===== config.mk =====
export PLATFORM = sky130hd
export DESIGN_NAME = controlador_salidas
export DESIGN_NICKNAME = d
export VERILOG_FILES = /design/src/rtl/controlador_salidas.sv
export SDC_FILE = /design/constraint.sdc
export NUM_CORES = 1
export LEC_CHECK = 0
export ABC_AREA = 1
export CAP_MARGIN = 20
export CORE_ASPECT_RATIO = 0.7
export CORE_MARGIN = 4
export CORE_UTILIZATION = 48
export DETAILED_ROUTE_END_ITERATION = 8
export PLACE_DENSITY_LB_ADDON = 0.2
export SLEW_MARGIN = 20
export SYNTH_ARGS = -nofsm -noshare
export SYNTH_HDL_FRONTEND = slang
export SYNTH_SLANG_ARGS = --single-unit

===== constraint.sdc =====
create_clock -name clk -period 5.19 [get_ports clk]
set_input_delay 1.038 -clock clk [delete_from_list [all_inputs] [get_ports clk]]
set_output_delay 1.038 -clock clk [all_outputs]
set_load 0.02 [all_outputs]

===== src/rtl/controlador_salidas.sv =====
// controlador_salidas: binary-to-BCD conversion (shift-and-add-3) and
// four-digit multiplexed seven-segment drive with overflow indication.
module controlador_salidas #(
   parameter int unsigned REFRESH_DIV = 100000
) (
   input  logic        clk,
   input  logic        rst,
   input  logic        start,
   input  logic [13:0] valor,
   output logic        busy,
   output logic        listo,
   output logic        desborde,
   output logic [6:0]  seg,
   output logic [3:0]  an,
   output logic        dp
);

   localparam int unsigned VAL_W = 14;
   localparam int unsigned BCD_W = 20;
   localparam int unsigned DSP_W = 16;
   localparam int unsigned CNT_W = 4;
   localparam int unsigned REF_W = $clog2(REFRESH_DIV);

   typedef enum logic [1:0] {S_IDLE, S_CONVERT, S_DONE} state_t;

   state_t             state_q, state_d;
   logic [VAL_W-1:0]   shift_q, shift_d;
   logic [BCD_W-1:0]   scratch_q, scratch_d, scratch_adj;
   logic [CNT_W-1:0]   cnt_q, cnt_d;
   logic [DSP_W-1:0]   disp_q, disp_d;
   logic               desborde_q, desborde_d;
   logic               listo_q, listo_d;
   logic               busy_q, busy_d;
   logic [REF_W-1:0]   ref_q, ref_d;
   logic [1:0]         idx_q, idx_d;
   logic [3:0]         digit;
   logic               blank;

   // Add 3 to every BCD nibble that is 5 or more before the next shift
   always_comb begin
      scratch_adj = scratch_q;
      for (int i = 0; i < 5; i++) begin
         if (scratch_q[4*i +: 4] >= 4'd5)
            scratch_adj[4*i +: 4] = scratch_q[4*i +: 4] + 4'd3;
      end
   end

   // Conversion FSM and refresh counter next-state logic
   always_comb begin
      state_d    = state_q;
      shift_d    = shift_q;
      scratch_d  = scratch_q;
      cnt_d      = cnt_q;
      disp_d     = disp_q;
      desborde_d = desborde_q;
      listo_d    = 1'b0;
      busy_d     = (state_q != S_IDLE);

      case (state_q)
         S_IDLE: begin
            if (start) begin
               shift_d   = valor;
               scratch_d = '0;
               cnt_d     = CNT_W'(VAL_W);
               state_d   = S_CONVERT;
            end
         end
         S_CONVERT: begin
            {scratch_d, shift_d} = {scratch_adj[BCD_W-2:0], shift_q, 1'b0};
            cnt_d = cnt_q - CNT_W'(1);
            if (cnt_q == CNT_W'(1))
               state_d = S_DONE;
         end
         S_DONE: begin
            disp_d     = scratch_q[DSP_W-1:0];
            desborde_d = (scratch_q[BCD_W-1:DSP_W] != 4'd0);
            listo_d    = 1'b1;
            state_d    = S_IDLE;
         end
         default: state_d = S_IDLE;
      endcase

      if (ref_q == REF_W'(REFRESH_DIV - 1)) begin
         ref_d = '0;
         idx_d = idx_q + 2'd1;
      end else begin
         ref_d = ref_q + REF_W'(1);
         idx_d = idx_q;
      end
   end

   // State and output registers
   always_ff @(posedge clk or posedge rst) begin
      if (rst) begin
         state_q    <= S_IDLE;
         shift_q    <= '0;
         scratch_q  <= '0;
         cnt_q      <= '0;
         disp_q     <= '0;
         desborde_q <= 1'b0;
         listo_q    <= 1'b0;
         busy_q     <= 1'b0;
         ref_q      <= '0;
         idx_q      <= '0;
      end else begin
         state_q    <= state_d;
         shift_q    <= shift_d;
         scratch_q  <= scratch_d;
         cnt_q      <= cnt_d;
         disp_q     <= disp_d;
         desborde_q <= desborde_d;
         listo_q    <= listo_d;
         busy_q     <= busy_d;
         ref_q      <= ref_d;
         idx_q      <= idx_d;
      end
   end

   // Digit select, leading-zero blanking and segment decode
   always_comb begin
      digit = 4'd0;
      blank = 1'b0;
      case (idx_q)
         2'd0: digit = disp_q[3:0];
         2'd1: begin
            digit = disp_q[7:4];
            blank = (disp_q[15:4] == 12'd0);
         end
         2'd2: begin
            digit = disp_q[11:8];
            blank = (disp_q[15:8] == 8'd0);
         end
         default: begin
            digit = disp_q[15:12];
            blank = (disp_q[15:12] == 4'd0);
         end
      endcase

      an = ~(4'b0001 << idx_q);

      if (desborde_q) begin
         seg = 7'b0111111;
      end else if (blank) begin
         seg = 7'b1111111;
      end else begin
         case (digit)
            4'd0:    seg = 7'b1000000;
            4'd1:    seg = 7'b1111001;
            4'd2:    seg = 7'b0100100;
            4'd3:    seg = 7'b0110000;
            4'd4:    seg = 7'b0011001;
            4'd5:    seg = 7'b0010010;
            4'd6:    seg = 7'b0000010;
            4'd7:    seg = 7'b1111000;
            4'd8:    seg = 7'b0000000;
            4'd9:    seg = 7'b0010000;
            default: seg = 7'b1111111;
         endcase
      end
   end

   assign busy     = busy_q;
   assign listo    = listo_q;
   assign desborde = desborde_q;
   assign dp       = 1'b1;

endmodule


# Word level (Yosys, flattened, before mapping)
# Memory sizes are Yosys's and may differ from the RTL's.
# Cells that the tools add are included.
# op_classes
bitwise_logic,1
mux,20
n_reduce_logical,10
eq_ne,8
add_sub_neg,8
n_shift,1
order_cmp,5
# op_table
cell,count
case mux 20 bit (2 select lines),1
case mux 14 bit (2 select lines),1
>= comparator 4 x 3 -> 1 bit (second input constant),5
two-way mux 20 bit,1
two-way mux 4 bit,5
adder 17 x 1 -> 17 bit (second input constant),1
== test 17 bit (second input constant),1
two-way mux 17 bit,1
adder 4 x 2 -> 4 bit (second input constant),4
two-way mux 14 bit,1
two-way mux 7 bit,2
zero test 12 bit,1
case mux 4 bit (3 select lines),1
zero test 8 bit,1
case mux 4 bit (2 select lines),1
== test 2 x 1 -> 1 bit (second input constant),2
== test 2 bit (second input constant),2
== test 4 x 1 -> 1 bit (second input constant),1
zero test 2 bit,2
zero test 4 bit,1
two-way mux 2 bit,2
!= test 2 bit (second input constant),2
inverter 4 bit,1
case mux 2 bit (2 select lines),1
other kinds (10),12
# totals
romBits,112
reg_bits,78
output_inout_bits,15
word_cells,64
memories,1
inputBits,17
# memory_table
name,words,word_bits,rd,rd_clocked_by_memory_dff,write_ports,line,rtl
(no name shown),16,7,1,0,0,146,case (digit)

# Logic depth before layout (Yosys ltp)
# An unclocked memory read counts as a cell.
# depth
depth_word,5
mapped_depth,13

# Worst setup path after synthesis
# OpenSTA, ideal clock, no wires.
# synth_timing
path_type,reg2out
startpoint,register idx_q[0]
endpoint,output port seg[3]
required_ns,4.152
slack_ns,2.374
n_path_buf,0
t_arrival_ns,1.778
path_stages_with_launch,10
path_cell_list,dfrtp_1 > ha_1 > inv_2 > nand2_1 > o21ai_1 > ha_1 > inv_1 > nor2_1 > o21ai_0 > nand2_1
# synth_via
elab_chain_cells,5
word_cells_on_any_way,8
# synth_rtl
item,line,rtl
"start, declared",35,"logic [1:0] idx_q, idx_d;"
"start signal, assigned",115,idx_q <= idx_d;
== test 2 bit (tied with other cells),123,case (idx_q)
case mux 4 bit (3 select lines),123,
memory (16 x 7 bit),--,
two-way mux 7 bit (*),143,end else if (blank) begin
two-way mux 7 bit (*),141,if (desborde_q) begin
"end, declared",13,"output logic [6:0] seg,"
# Mark *: on every way between the ends. The rest lies on a longest branch, timed or not.

# Final worst setup path
# layout_timing
startpoint,register idx_q[0]
endpoint,output port seg[6]
# The elaborated chain is that of the path after synthesis.

==> parameters.txt <==
Parameter                              Value

Status
  Status ... completed

Power and ir drop
  Power density normalized to cell area ... 510 nW/µm²
  Leakage power of the design ... 2.45 nW
  Peak supply drop ... 219 µV

STA
  Measured slew at the worst slew-check pin ... 0.635 ns
  Hold violation count in the final report ... 0
  Final-report max-slew violation count ... 0
  Finish-stage setup viols ... 0
  Worst clock skew ... 0.00538 ns
  Post-Route Hold Slack ... 0.457 ns
  Unrepaired setup endpoints after global routing ... no
  Clock period minus worst slack ... 3.82 ns
  Normalized max-slew margin ... 0.577
  Max Freq ... 0.262 GHz
  Final Worst Setup Slack ... 1.37 ns
  Final worst-path cycle share ... 0.735
  Setup total negative slack ... 0 ns

Worst setup path
  Biggest cell delay along the critical path ... 0.52 ns
  Slowest stage cell, crit path ... sky130_fd_sc_hd__clkdlybuf4s50_1
  Destination of the worst register-to-register timing path ... shift_q[0]$_DFFE_PP0P_
  Worst R2R Path Depth ... 5
  Buffer and inverter count on the worst path ... 5
  Type of destination of the critical path ... output pin
  Type of the setup path with the least slack ... reg2out
  Required time at the endpoint of the critical path ... 4.15 ns
  Reg-to-reg startpoint ... state_q[1]$_DFFE_PP0P_
  Sequence of cells on the critical path ... ha_1, inv_2, nand2_1, o21ai_1, inv_1, ha_1, inv_1, nand3_1, nand3_1, nand3_1, nand2_1, inv_1, clkdlybuf4s50_1
  Highest net fanout along the worst path ... 7
  Critical path startpoint ... idx_q[0]$_DFFE_PP0N_
  Worst reg2reg setup slack ... 2.94 ns
  Crit path arrival time ... 2.78 ns
  Top Family by Delay on Critical Path ... buffers and inverters
  Startpoint types ... register

Clock tree
  Clk root buf ... sky130_fd_sc_hd__clkbuf_16
  Total number of H-tree levels ... 3
  Number of clock buffers inserted by TritonCTS ... 9
  Post-CTS Resized ... 0
  Buffer levels on the longest clock path ... 2
  Clock slew at reported path FFs ... 0.06 ns
  Buffer count from post-CTS setup fixing ... 0
  # clock sinks ... 78
  Total of hold buffers inserted after clock tree synthesis ... 0
  Clock network latency to the later pin of the worst-skew pair ... 0.33 ns
  CTS tree ... done

Floorplanning
  Number of cell rows ... 28
  Starting Density ... 0.495
  Area enclosed by the die boundary ... 10400 µm²
  Die height ... 86.4 µm
  I/O pin count ... 32
  X dimension of the die ... 120 µm
  Floorplan Core Area ... 8510 µm²

Drt
  Total length of routed wires ... 8600 µm
  Detailed-route vias per instance ... 4.96
  Number of DRC violations after detailed routing ... 0
  Routed len/inst ... 12.6 µm
  Drt first-iter violations ... 227
  Count of vias placed by the detailed router ... 3395
  Pre-antenna DRT Iters ... 5
  Detail Route Antenna Nets ... 0

Min path
  HP Start ... ref_q[0]$_DFF_PP0_
  Count of cells along the worst hold path ... 1
  Tightest Hold Check Type ... reg2reg
  Hold worst-path end ... ref_q[0]$_DFF_PP0_

Logic synthesis
  Most instantiated flip-flop cell in the synthesis netlist ... sky130_fd_sc_hd__dfrtp_1
  Yosys cell types ... 33
  Ys async rst share ... 1.00
  Number of flops mapped to enable cells by yosys ... 0
  Average cell area after synthesis ... 7.96 µm²
  Synthesized cell area ... 4210 µm²
  Flip-flop and latch count after synthesis ... 78
  Net Count, Synth ... 568
  Post-synthesis instance total ... 529
  Register area share after synthesis ... 0.463
  Synthesis Warnings ... 0

Finish
  Ratio of cells with drive above 1 in the final layout ... 0.0621
  Storage element area ... 1950 µm²
  # diodes ... 0
  Number of fill cells in the layout ... 804
  Highest-count cells in the layout ignoring fill and taps ... sky130_fd_sc_hd__nand2_1 (132), sky130_fd_sc_hd__dfrtp_1 (78), sky130_fd_sc_hd__inv_1 (76)
  Area growth syn-to-layout ... 16.5%
  Most common library cell in the layout ignoring fill and taps ... sky130_fd_sc_hd__nand2_1
  Final-stage net count ... 599
  Total area of multi-input combinational cells ... 1910 µm²

GRT
  Via count of the first global-routing pass ... 3160
  First-pass GRT wire length ... 14900 µm
  Remaining global-route overflow ... 0
  Number of antenna violations at the first check in global routing ... 0
  Maximum number of pins on one net before global-route repair ... 51
  Total routing usage reported by global routing ... 0.179

Flow run
  Max Cap Violations ... 0

Placement
  Worst setup slack after placement ... 1.71 ns
  Routability-driven placement congestion ratio ... 0.837
  Buffers on Ports ... 30
  Detailed Place HPWL ... 6170 µm
==> state kept, by name, summed over array words and instances, names as in the netlist <==
signal / cells
cnt_q: 4
shift_q: 14
disp_q: 16
state_q: 2
listo: 1
desborde: 1
ref_q: 17
busy: 1
idx_q: 2
scratch_q: 20
==> power breakdown <==
group          internal (mW)  switching [mW]  leakage (nW)
Sequential             0.817           0.143         0.969
Combinational          0.348           0.581          1.34
Clock                  0.381           0.234         0.141
Total                   1.55           0.959          2.45
==> per-layer routing <==
metal  vias up  routed length, µm  share of wire  GRT usage
li1       1732                  -              -          -
met1      1601               4480           0.52      0.254
met2        56               3710           0.43      0.265
met3         6                342          0.040     0.0496
met4         0                 63         0.0073     0.0655
met5         -                  0              0          0
==> cell usage after synthesis (all sizes together) (2+ instances only) <==
cell type  count  share of area
a21oi         12          0.014
buf            7         0.0086
clkbuf         4         0.0036
dfrtp         78           0.46
ha            22          0.065
inv           81          0.072
nand2        138           0.13
nand3         29          0.034
nand4          6          0.010
nor2          59          0.059
nor3           6         0.0071
o211ai         5         0.0089
o21ai         49          0.058
o21bai         2         0.0062
o22ai          5         0.0074
o32ai          4         0.0083
xor2          15          0.031
==> cells by family after synthesis <==
logic type,count (synthesis),synth area share
other,1,0.000890
flip-flops,78,0.463
AND/OR/NAND/NOR,240,0.244
AO/OA/AOI/OAI,80,0.109
adder cells (fa/ha/maj),22,0.0653
buffers and inverters,92,0.0843
XOR/XNOR,16,0.0333
==> layout make-up <==
cell class                      count  share of cell area
Clock buffer                       11              0.0494
Clock inverter                      4             0.00968
Inverter                           81              0.0619
Multi-Input combinational cell    359               0.388
Sequential cell                    78               0.398
Tap cell                          120              0.0306
Timing Repair Buffer               31              0.0627
==> how the worst max path moves through the flow <==
stage	end	cells after the start
2_1_floorplan	busy$_DFF_PP0_	1
3_3_place_gp	seg[6]	13
3_5_place_dp	seg[6]	13
4_1_cts	seg[6]	13
5_1_grt	seg[6]	14
6_report	seg[6]	13
==> metrics by stage <==
stage                     instances  total power, mW  utilization  area (µm²)
after floorplan                 529             1.66            -        4210
after global placement          669             1.86        0.543        4620
after detailed placement        669             1.90        0.543        4620
after CTS                       684             2.53        0.577        4910
after global routing            684             2.73        0.577        4910
final                           684             2.51        0.577        4910
No activity file was read; power rests on OpenSTA's default activity.
